### config.mk
export PLATFORM = sky130hd
export DESIGN_NAME = enemy_wave_scheduler
export DESIGN_NICKNAME = d
export VERILOG_FILES = /design/src/rtl/enemy_wave_scheduler.sv
export SDC_FILE = /design/constraint.sdc
export NUM_CORES = 1
export LEC_CHECK = 0
export BUFFER_PORTS_ARGS = -buffer_cell sky130_fd_sc_hd__buf_2
export CAP_MARGIN = 20
export CORE_MARGIN = 1.5
export CORE_UTILIZATION = 25
export DETAILED_ROUTE_END_ITERATION = 10
export SETUP_SLACK_MARGIN = 0.05
export SYNTH_ARGS = -nofsm -noshare
export SYNTH_HDL_FRONTEND = slang
export SYNTH_SLANG_ARGS = --single-unit
### constraint.sdc
create_clock -name frame_clk -period 2.54 [get_ports frame_clk]
set_input_delay 0.127 -clock frame_clk [delete_from_list [all_inputs] [get_ports frame_clk]]
set_output_delay 0.127 -clock frame_clk [all_outputs]
set_load 0.05 [all_outputs]
### src/rtl/enemy_wave_scheduler.sv
// enemy_wave_scheduler: spawn pulses, round-robin dive selection, wave sequencing and kill counting for the enemy pool.
// Latency: every output is registered; a spawn/dive decision taken on the timer terminal frame appears on the next frame.
// Backpressure: none; a spawn attempt with no free slot is dropped until the next gap. Build macro SPAWN_ACCEL_EN shortens the spawn gap per wave.
module enemy_wave_scheduler #(
    parameter int         NUM_ENEMIES = 4,
    parameter int         WAVE_SIZE   = 8,
    parameter int         SPAWN_GAP   = 32,
    parameter int         DIVE_PERIOD = 120,
    parameter int         CLEAR_PAUSE = 60,
    parameter int         NUM_ROWS    = 4,
    parameter logic [7:0] LFSR_SEED   = 8'hA5
) (
    input  logic                   frame_clk,
    input  logic                   Reset,
    input  logic                   start,
    input  logic                   player_dead,
    input  logic [NUM_ENEMIES-1:0] enemy_exists,
    input  logic [NUM_ENEMIES-1:0] enemy_explosion,
    output logic [NUM_ENEMIES-1:0] spawn,
    output logic [NUM_ENEMIES-1:0] flydown,
    output logic [2:0]             row,
    output logic                   rand_side,
    output logic [2:0]             difficulty,
    output logic [3:0]             wave,
    output logic [7:0]             kills,
    output logic [2:0]             state_out
);

    // Counter widths; the spawn timer must also hold the accelerated floor of 8.
    localparam int PW  = (NUM_ENEMIES > 1) ? $clog2(NUM_ENEMIES) : 1;
    localparam int SGW = $clog2(((SPAWN_GAP > 8) ? SPAWN_GAP : 8) + 1);
    localparam int DW  = $clog2(DIVE_PERIOD + 1);
    localparam int CW  = $clog2(CLEAR_PAUSE + 1);
    localparam int SCW = $clog2(WAVE_SIZE + 1);

    localparam logic [DW-1:0]  DIVE_M1  = DW'(DIVE_PERIOD - 1);
    localparam logic [CW-1:0]  CLEAR_M1 = CW'(CLEAR_PAUSE - 1);
    localparam logic [SCW-1:0] WS       = SCW'(WAVE_SIZE);
    localparam logic [2:0]     ROW_LAST = 3'(NUM_ROWS - 1);
    localparam logic [PW:0]    NE       = (PW+1)'(NUM_ENEMIES);

    typedef enum logic [2:0] {
        ST_IDLE       = 3'd0,
        ST_SPAWNING   = 3'd1,
        ST_WAVE_CLEAR = 3'd2,
        ST_GAME_OVER  = 3'd3
    } state_t;

    state_t                 state_q, state_nxt;
    logic [SGW-1:0]         spawn_tmr;
    logic [SGW-1:0]         gap_m1;
    logic [DW-1:0]          dive_tmr;
    logic [CW-1:0]          clr_tmr;
    logic [SCW-1:0]         spawned_cnt;
    logic [2:0]             row_ptr;
    logic [PW-1:0]          dive_ptr, dive_ptr_nxt;
    logic [NUM_ENEMIES-1:0] pend_d2;
    logic [NUM_ENEMIES-1:0] pending;
    logic [7:0]             lfsr;
    logic [NUM_ENEMIES-1:0] expl_prev;

    logic [NUM_ENEMIES-1:0] free_sel, dive_sel;
    logic                   free_found, dive_found;
    logic [3:0]             rise_cnt;
    logic [8:0]             ksum;
    logic [3:0]             wave_inc;

    logic spawn_hit, dive_hit, clr_done, wave_done, active;
    logic spawn_fire, fly_fire, count_kills, restart, clear_exit;

    // Difficulty tier for a given wave number.
    function automatic logic [2:0] diff_for(input logic [3:0] w);
        if (w <= 4'd1)      return 3'b001;
        else if (w <= 4'd3) return 3'b010;
        else                return 3'b100;
    endfunction

    // A slot stays pending for the spawn frame and the one after, until the enemy reports itself.
    assign pending = spawn | pend_d2;

    assign spawn_hit   = (state_q == ST_SPAWNING) && (spawn_tmr == gap_m1);
    assign dive_hit    = (state_q == ST_SPAWNING) && (dive_tmr == DIVE_M1);
    assign clr_done    = (state_q == ST_WAVE_CLEAR) && (clr_tmr == CLEAR_M1);
    assign wave_done   = (spawned_cnt == WS) && (enemy_exists == '0) && (pending == '0);
    assign active      = (state_q == ST_SPAWNING) && !player_dead;
    assign spawn_fire  = active && spawn_hit && (spawned_cnt < WS) && free_found;
    assign fly_fire    = active && dive_hit && dive_found;
    assign count_kills = (state_q == ST_SPAWNING) || (state_q == ST_WAVE_CLEAR);
    assign restart     = (state_q == ST_GAME_OVER) && start && !player_dead;
    assign clear_exit  = clr_done && !player_dead;
    assign wave_inc    = (wave == 4'd15) ? wave : wave + 4'd1;
    assign state_out   = state_q;

`ifdef SPAWN_ACCEL_EN
    // Accelerated gap: SPAWN_GAP - 4*wave, floored at 8 frames.
    function automatic logic [SGW-1:0] gap_for(input logic [3:0] w);
        int g;
        g = SPAWN_GAP - 4 * int'(w);
        if (g < 8) g = 8;
        return SGW'(g);
    endfunction

    logic [SGW-1:0] gap_q;

    // Spawn gap is re-evaluated only when a new wave (or a new game) begins.
    always_ff @(posedge frame_clk) begin
        if (Reset)           gap_q <= gap_for(4'd0);
        else if (clear_exit) gap_q <= gap_for(wave_inc);
        else if (restart)    gap_q <= gap_for(4'd0);
    end

    assign gap_m1 = gap_q - 1'b1;
`else
    assign gap_m1 = SGW'(SPAWN_GAP - 1);
`endif

    // Game state register.
    always_ff @(posedge frame_clk) begin
        if (Reset) state_q <= ST_IDLE;
        else       state_q <= state_nxt;
    end

    // Next-state decode; player death outranks wave completion and clear expiry.
    always_comb begin
        state_nxt = state_q;
        case (state_q)
            ST_IDLE: begin
                if (start) state_nxt = ST_SPAWNING;
            end
            ST_SPAWNING: begin
                if (player_dead)    state_nxt = ST_GAME_OVER;
                else if (wave_done) state_nxt = ST_WAVE_CLEAR;
            end
            ST_WAVE_CLEAR: begin
                if (player_dead)   state_nxt = ST_GAME_OVER;
                else if (clr_done) state_nxt = ST_SPAWNING;
            end
            ST_GAME_OVER: begin
                if (restart) state_nxt = ST_SPAWNING;
            end
            default: state_nxt = ST_IDLE;
        endcase
    end

    // Lowest-index slot that is neither alive nor freshly spawned.
    always_comb begin
        free_sel   = '0;
        free_found = 1'b0;
        for (int i = 0; i < NUM_ENEMIES; i++) begin
            if (!free_found && !enemy_exists[i] && !pending[i]) begin
                free_sel[i] = 1'b1;
                free_found  = 1'b1;
            end
        end
    end

    // Round-robin dive pick starting at dive_ptr: first live, non-exploding slot.
    always_comb begin
        logic [PW:0]   sum;
        logic [PW-1:0] idx;
        dive_sel     = '0;
        dive_found   = 1'b0;
        dive_ptr_nxt = dive_ptr;
        sum          = '0;
        idx          = '0;
        for (int k = 0; k < NUM_ENEMIES; k++) begin
            sum = {1'b0, dive_ptr} + (PW+1)'(k);
            if (sum >= NE) sum = sum - NE;
            idx = sum[PW-1:0];
            if (!dive_found && enemy_exists[idx] && !enemy_explosion[idx]) begin
                dive_sel[idx] = 1'b1;
                dive_found    = 1'b1;
                sum           = sum + 1'b1;
                dive_ptr_nxt  = (sum == NE) ? '0 : sum[PW-1:0];
            end
        end
    end

    // Number of explosion rising edges this frame, and the saturating kill sum.
    always_comb begin
        rise_cnt = '0;
        for (int i = 0; i < NUM_ENEMIES; i++) begin
            rise_cnt = rise_cnt + 4'(enemy_explosion[i] & ~expl_prev[i]);
        end
        ksum = {1'b0, kills} + 9'(rise_cnt);
    end

    // Frame timers: run only in their own state and sit at zero otherwise.
    always_ff @(posedge frame_clk) begin
        if (Reset) begin
            spawn_tmr <= '0;
            dive_tmr  <= '0;
            clr_tmr   <= '0;
        end else begin
            if (state_q == ST_SPAWNING) begin
                spawn_tmr <= spawn_hit ? '0 : spawn_tmr + 1'b1;
                dive_tmr  <= dive_hit  ? '0 : dive_tmr + 1'b1;
            end else begin
                spawn_tmr <= '0;
                dive_tmr  <= '0;
            end
            if (state_q == ST_WAVE_CLEAR) clr_tmr <= clr_tmr + 1'b1;
            else                          clr_tmr <= '0;
        end
    end

    // Spawn/dive pulses, spawn attributes, pointers and the pending history.
    always_ff @(posedge frame_clk) begin
        if (Reset) begin
            spawn       <= '0;
            flydown     <= '0;
            row         <= '0;
            rand_side   <= 1'b0;
            row_ptr     <= '0;
            dive_ptr    <= '0;
            spawned_cnt <= '0;
            pend_d2     <= '0;
        end else begin
            spawn   <= spawn_fire ? free_sel : '0;
            flydown <= fly_fire ? dive_sel : '0;
            pend_d2 <= spawn;
            if (spawn_fire) begin
                row       <= row_ptr;
                rand_side <= lfsr[0];
                row_ptr   <= (row_ptr == ROW_LAST) ? 3'd0 : row_ptr + 3'd1;
            end
            if (fly_fire) dive_ptr <= dive_ptr_nxt;
            if (clear_exit || restart) spawned_cnt <= '0;
            else if (spawn_fire)       spawned_cnt <= spawned_cnt + 1'b1;
        end
    end

    // Wave number, difficulty tier and kill count.
    always_ff @(posedge frame_clk) begin
        if (Reset) begin
            wave       <= '0;
            difficulty <= 3'b001;
            kills      <= '0;
        end else begin
            if (clear_exit) begin
                wave       <= wave_inc;
                difficulty <= diff_for(wave_inc);
            end else if (restart) begin
                wave       <= '0;
                difficulty <= 3'b001;
            end
            if (restart)          kills <= '0;
            else if (count_kills) kills <= ksum[8] ? 8'hFF : ksum[7:0];
        end
    end

    // Side LFSR (taps 8,6,5,4) and explosion edge history.
    always_ff @(posedge frame_clk) begin
        if (Reset) begin
            lfsr      <= LFSR_SEED;
            expl_prev <= '0;
        end else begin
            if (state_q != ST_IDLE) lfsr <= {lfsr[6:0], lfsr[7] ^ lfsr[5] ^ lfsr[4] ^ lfsr[3]};
            expl_prev <= enemy_explosion;
        end
    end

endmodule
==> flow_metrics.env <==
export IMPL_yosysUniqueCellTypes=61
export IMPL_cts_max_level=3
export IMPL_synth_ff_type="dfxtp_1"
export IMPL_critical_path_max_stage_delay_ns=0.56
export IMPL_hold_class="in2reg"
export IMPL_die_w_um=123
export IMPL_drv_slew=0
export IMPL_synth_compound_area_frac=0.130
export IMPL_grt_pass1_wl_um=13800
export IMPL_synth_edff_count=0
export IMPL_ff2ff_path_depth=12
export IMPL_p_per_area_nw_per_um2=668
export IMPL_cts_sinks=73
export IMPL_yosysTopAreaCell="dfxtp_1"
export IMPL_cts_root_buf="clkbuf_16"
export IMPL_fin_setup_tns_ns=-0.275
export IMPL_worstReg2RegEnd="kills[6]"
export IMPL_die_area_um2=15100
export IMPL_peakVddDrop_uv=309
export IMPL_crit_family="adder cells"
export IMPL_wl_per_cell_um=13.1
export IMPL_rrSetupSlack_ns=-0.08
export IMPL_dp_slack_ns=-0.113
export IMPL_slew_headroom=0.570
export IMPL_fmax_mhz=382
export IMPL_synthMuxAreaShare=0.0596
export IMPL_io_pins=42
export IMPL_grt_pass1_vias=2920
export IMPL_min_from="enemy_explosion[2]"
export IMPL_cp_data_required_time_ns=2.75
export IMPL_fp_dieH_um=123
export IMPL_post_place_cells=616
export IMPL_holdBufCountCts=0
export IMPL_rr_startpoint="expl_prev[0]"
export IMPL_setup_viol=5
export IMPL_critPathSlowestCell="fa_1"
export IMPL_layout_drive_gt1_share=0.205
export IMPL_syn_area_um2=3590
export IMPL_syn_inst=393
export IMPL_drt_iter0_drc=138
export IMPL_cp_max_fo=3
export IMPL_cp_startpoint="expl_prev[0]"
export IMPL_synth_adder_area_share=0.0843
export IMPL_cts_tree="built"
export IMPL_period_needed_ns=2.62
export IMPL_worstMarginPinSlew_ns=0.629
export IMPL_fin_ws_ns=-0.0770
export IMPL_synthXorXnorAreaFrac=0.0463
export IMPL_core_um2=13900
export IMPL_vias=2961
export IMPL_path_buf_inv=2
export IMPL_synth_area_leaders="dfxtp_1, ha_1, mux2i_1"
export IMPL_nets=483
export IMPL_ant_nets=0
export IMPL_clock_skew_ns=0.00778
export IMPL_drtPass1Iterations=4
export IMPL_clk_latency_ns=0.34
export IMPL_worst_setup_path_type="reg2reg"
export IMPL_drc_errors=0
export IMPL_ys_warn_count=0
export IMPL_p_leak_nw=1.85
export IMPL_synth_area_per_cell_um2=9.14
export IMPL_grt_max_degree=33
export IMPL_critPathCapture="kills[6]"
export IMPL_final_hold_viol_count=0
export IMPL_fillCellCount=1393
export IMPL_vias_per_cell=4.68
export IMPL_arrival_ns=2.83
export IMPL_violations="setup timing"
export IMPL_syn_to_final_growth_pct=25.1
export IMPL_synth_top_family_by_area="simple AND/OR/NAND/NOR gates"
export IMPL_gp_congestion=0.815
export IMPL_n_antenna_cell=0
export IMPL_post_route_period_util=1.03
export IMPL_totalWireLength_um=8270
export IMPL_crit_cells=12
export IMPL_outcome="complete, but fails checks"
export IMPL_antenna_found_initial=0
export IMPL_async_reset_ff_frac=0
export IMPL_crit_chain="nand2b_4 > fa_1 > inv_2 > ha_4 > ha_4 > inv_2 > fa_2 > nor2b_1 > o211a_1 > nand3_1 > nor3b_2 > nor3_1"
export IMPL_cts_buffers=9
export IMPL_max_cap_violations=0
export IMPL_syn_num_nets=428
export IMPL_stdcell_count=633
export IMPL_start_util=0.258
export IMPL_grt_overflow=0
export IMPL_rsz0062_at_grt="true"
export IMPL_path_clk_slew_ns=0.06
export IMPL_portBuffers=40
export IMPL_grt_use_total=0.118
export IMPL_fp_row_count=43
export IMPL_synth_simple_gate_area_frac=0.239
export IMPL_cp_end_kind="flop"
export IMPL_ys_ff_latch=73
export IMPL_seq_area_frac_synth=0.407
export IMPL_cts_buffer_depth=2
export IMPL_crit_path_start_kind="flop"
export IMPL_synth_top_area_share=0.407
export IMPL_hpwl_um=6130
-- where the power goes --
| part | internal, mW | total [mW] | switching (mW) |
|---|---|---|---|
| combinational | 0.163 | 0.394 | 0.231 |
| sequential | 1.19 | 1.23 | 0.0366 |
| clock | 0.915 | 1.38 | 0.465 |
| total | 2.27 | 3.00 | 0.733 |
-- logic make-up (layout without fill, tap and decap cells) --
family | Yosys count | in the layout
AOI/OAI and AO/OA | 64 | 64
xor gates and xnor gates | 19 | 19
adders and majority gates | 23 | 23
buffers and inverters | 29 | 89
DFF | 73 | 73
muxes | 20 | 20
other | 1 | 1
and+or+nand+nor | 164 | 164
-- flip-flops by register name, indices dropped and copies added (netlist names) --
name / cells
state_out: 2
spawn: 4
spawned_cnt: 4
dive_ptr: 2
spawn_tmr: 6
pend_d2: 4
row_ptr: 3
kills: 8
expl_prev: 4
difficulty: 3
clr_tmr: 6
wave: 4
rand_side: 1
dive_tmr: 7
lfsr: 8
row: 3
flydown: 4
-- repair_timing --
action                     in CTS  in global routing
buffers inserted                0                  1
gates resized for setup         3                  3
setup endpoints to repair       5                  8
pin swaps                      10                  4
-- synthesized netlist by cell type, drive strengths merged, types with 2 or more instances --
cell type / number
a2111oi: 3
a211oi: 5
a21boi: 2
a21o: 2
a21oi: 26
a222oi: 4
a41oi: 2
and3: 7
and3b: 3
buf: 4
clkbuf: 7
dfxtp: 73
fa: 2
ha: 21
inv: 18
mux2i: 18
nand2: 27
nand2b: 9
nand3: 17
nand3b: 4
nand4: 3
nor2: 47
nor2b: 18
nor3: 8
nor3b: 3
nor4: 2
o211ai: 3
o21ai: 6
or2: 3
or3: 5
or4: 3
xnor2: 11
xor2: 8
-- metal layers --
layer  vias up  global-route usage  routed length (µm)
met2        46               0.194                3920
met5         -                   0                   0
met1      1408               0.142                3890
li1       1492                   -                   -
met4         0              0.0589                 182
met3        15              0.0321                 275
-- worst min path at each step --
stage                     cells past startpoint           end  slack [ns]
after floorplan                               1  expl_prev[0]        0.26
after global placement                        2  expl_prev[2]        0.39
after detailed placement                      2  expl_prev[2]        0.41
after CTS                                     2  expl_prev[2]        0.05
after global routing                          2  expl_prev[2]        0.06
final                                         2  expl_prev[2]        0.07
-- final cells by class --
cell class | instances | area [µm²] | share of cell area
repair buffers | 55 | 317 | 0.0705
multi-input cells | 291 | 2100 | 0.467
clock inverters | 2 | 60.1 | 0.0134
clock buffers | 14 | 264 | 0.0588
well taps | 180 | 225 | 0.0501
inverters | 18 | 67.6 | 0.0150
flip-flops and latches | 73 | 1460 | 0.325
-- stage by stage --
step	instance area, µm²	hold WS, ns	util	power (mW)
after CTS	4480	0.0514	0.321	3.04
after detailed placement	4130	0.413	0.296	1.64
final	4490	0.0670	0.322	3.00
after global routing	4490	0.0632	0.322	3.14
after floorplan	3650	0.255	-	1.54
after global placement	4130	0.392	0.296	1.63
-- placed cells by master, fill, tap and decap left out, types with 3 or more instances in the layout --
cell type,instances
a211oi_1,4
a21oi_1,25
a222oi_1,4
and3_1,7
and3b_1,3
buf_2,40
buf_4,14
clkbuf_1,3
clkbuf_16,9
dfxtp_1,73
ha_1,17
ha_4,4
inv_1,14
inv_2,4
mux2i_1,18
nand2_1,27
nand2b_1,6
nand2b_4,3
nand3_1,17
nand3b_1,4
nor2_1,47
nor2b_1,17
nor3_1,7
o211ai_1,3
o21ai_1,4
or3_1,5
or4_1,3
xnor2_1,11
xor2_1,8
Power figures use the tool's default switching activity.
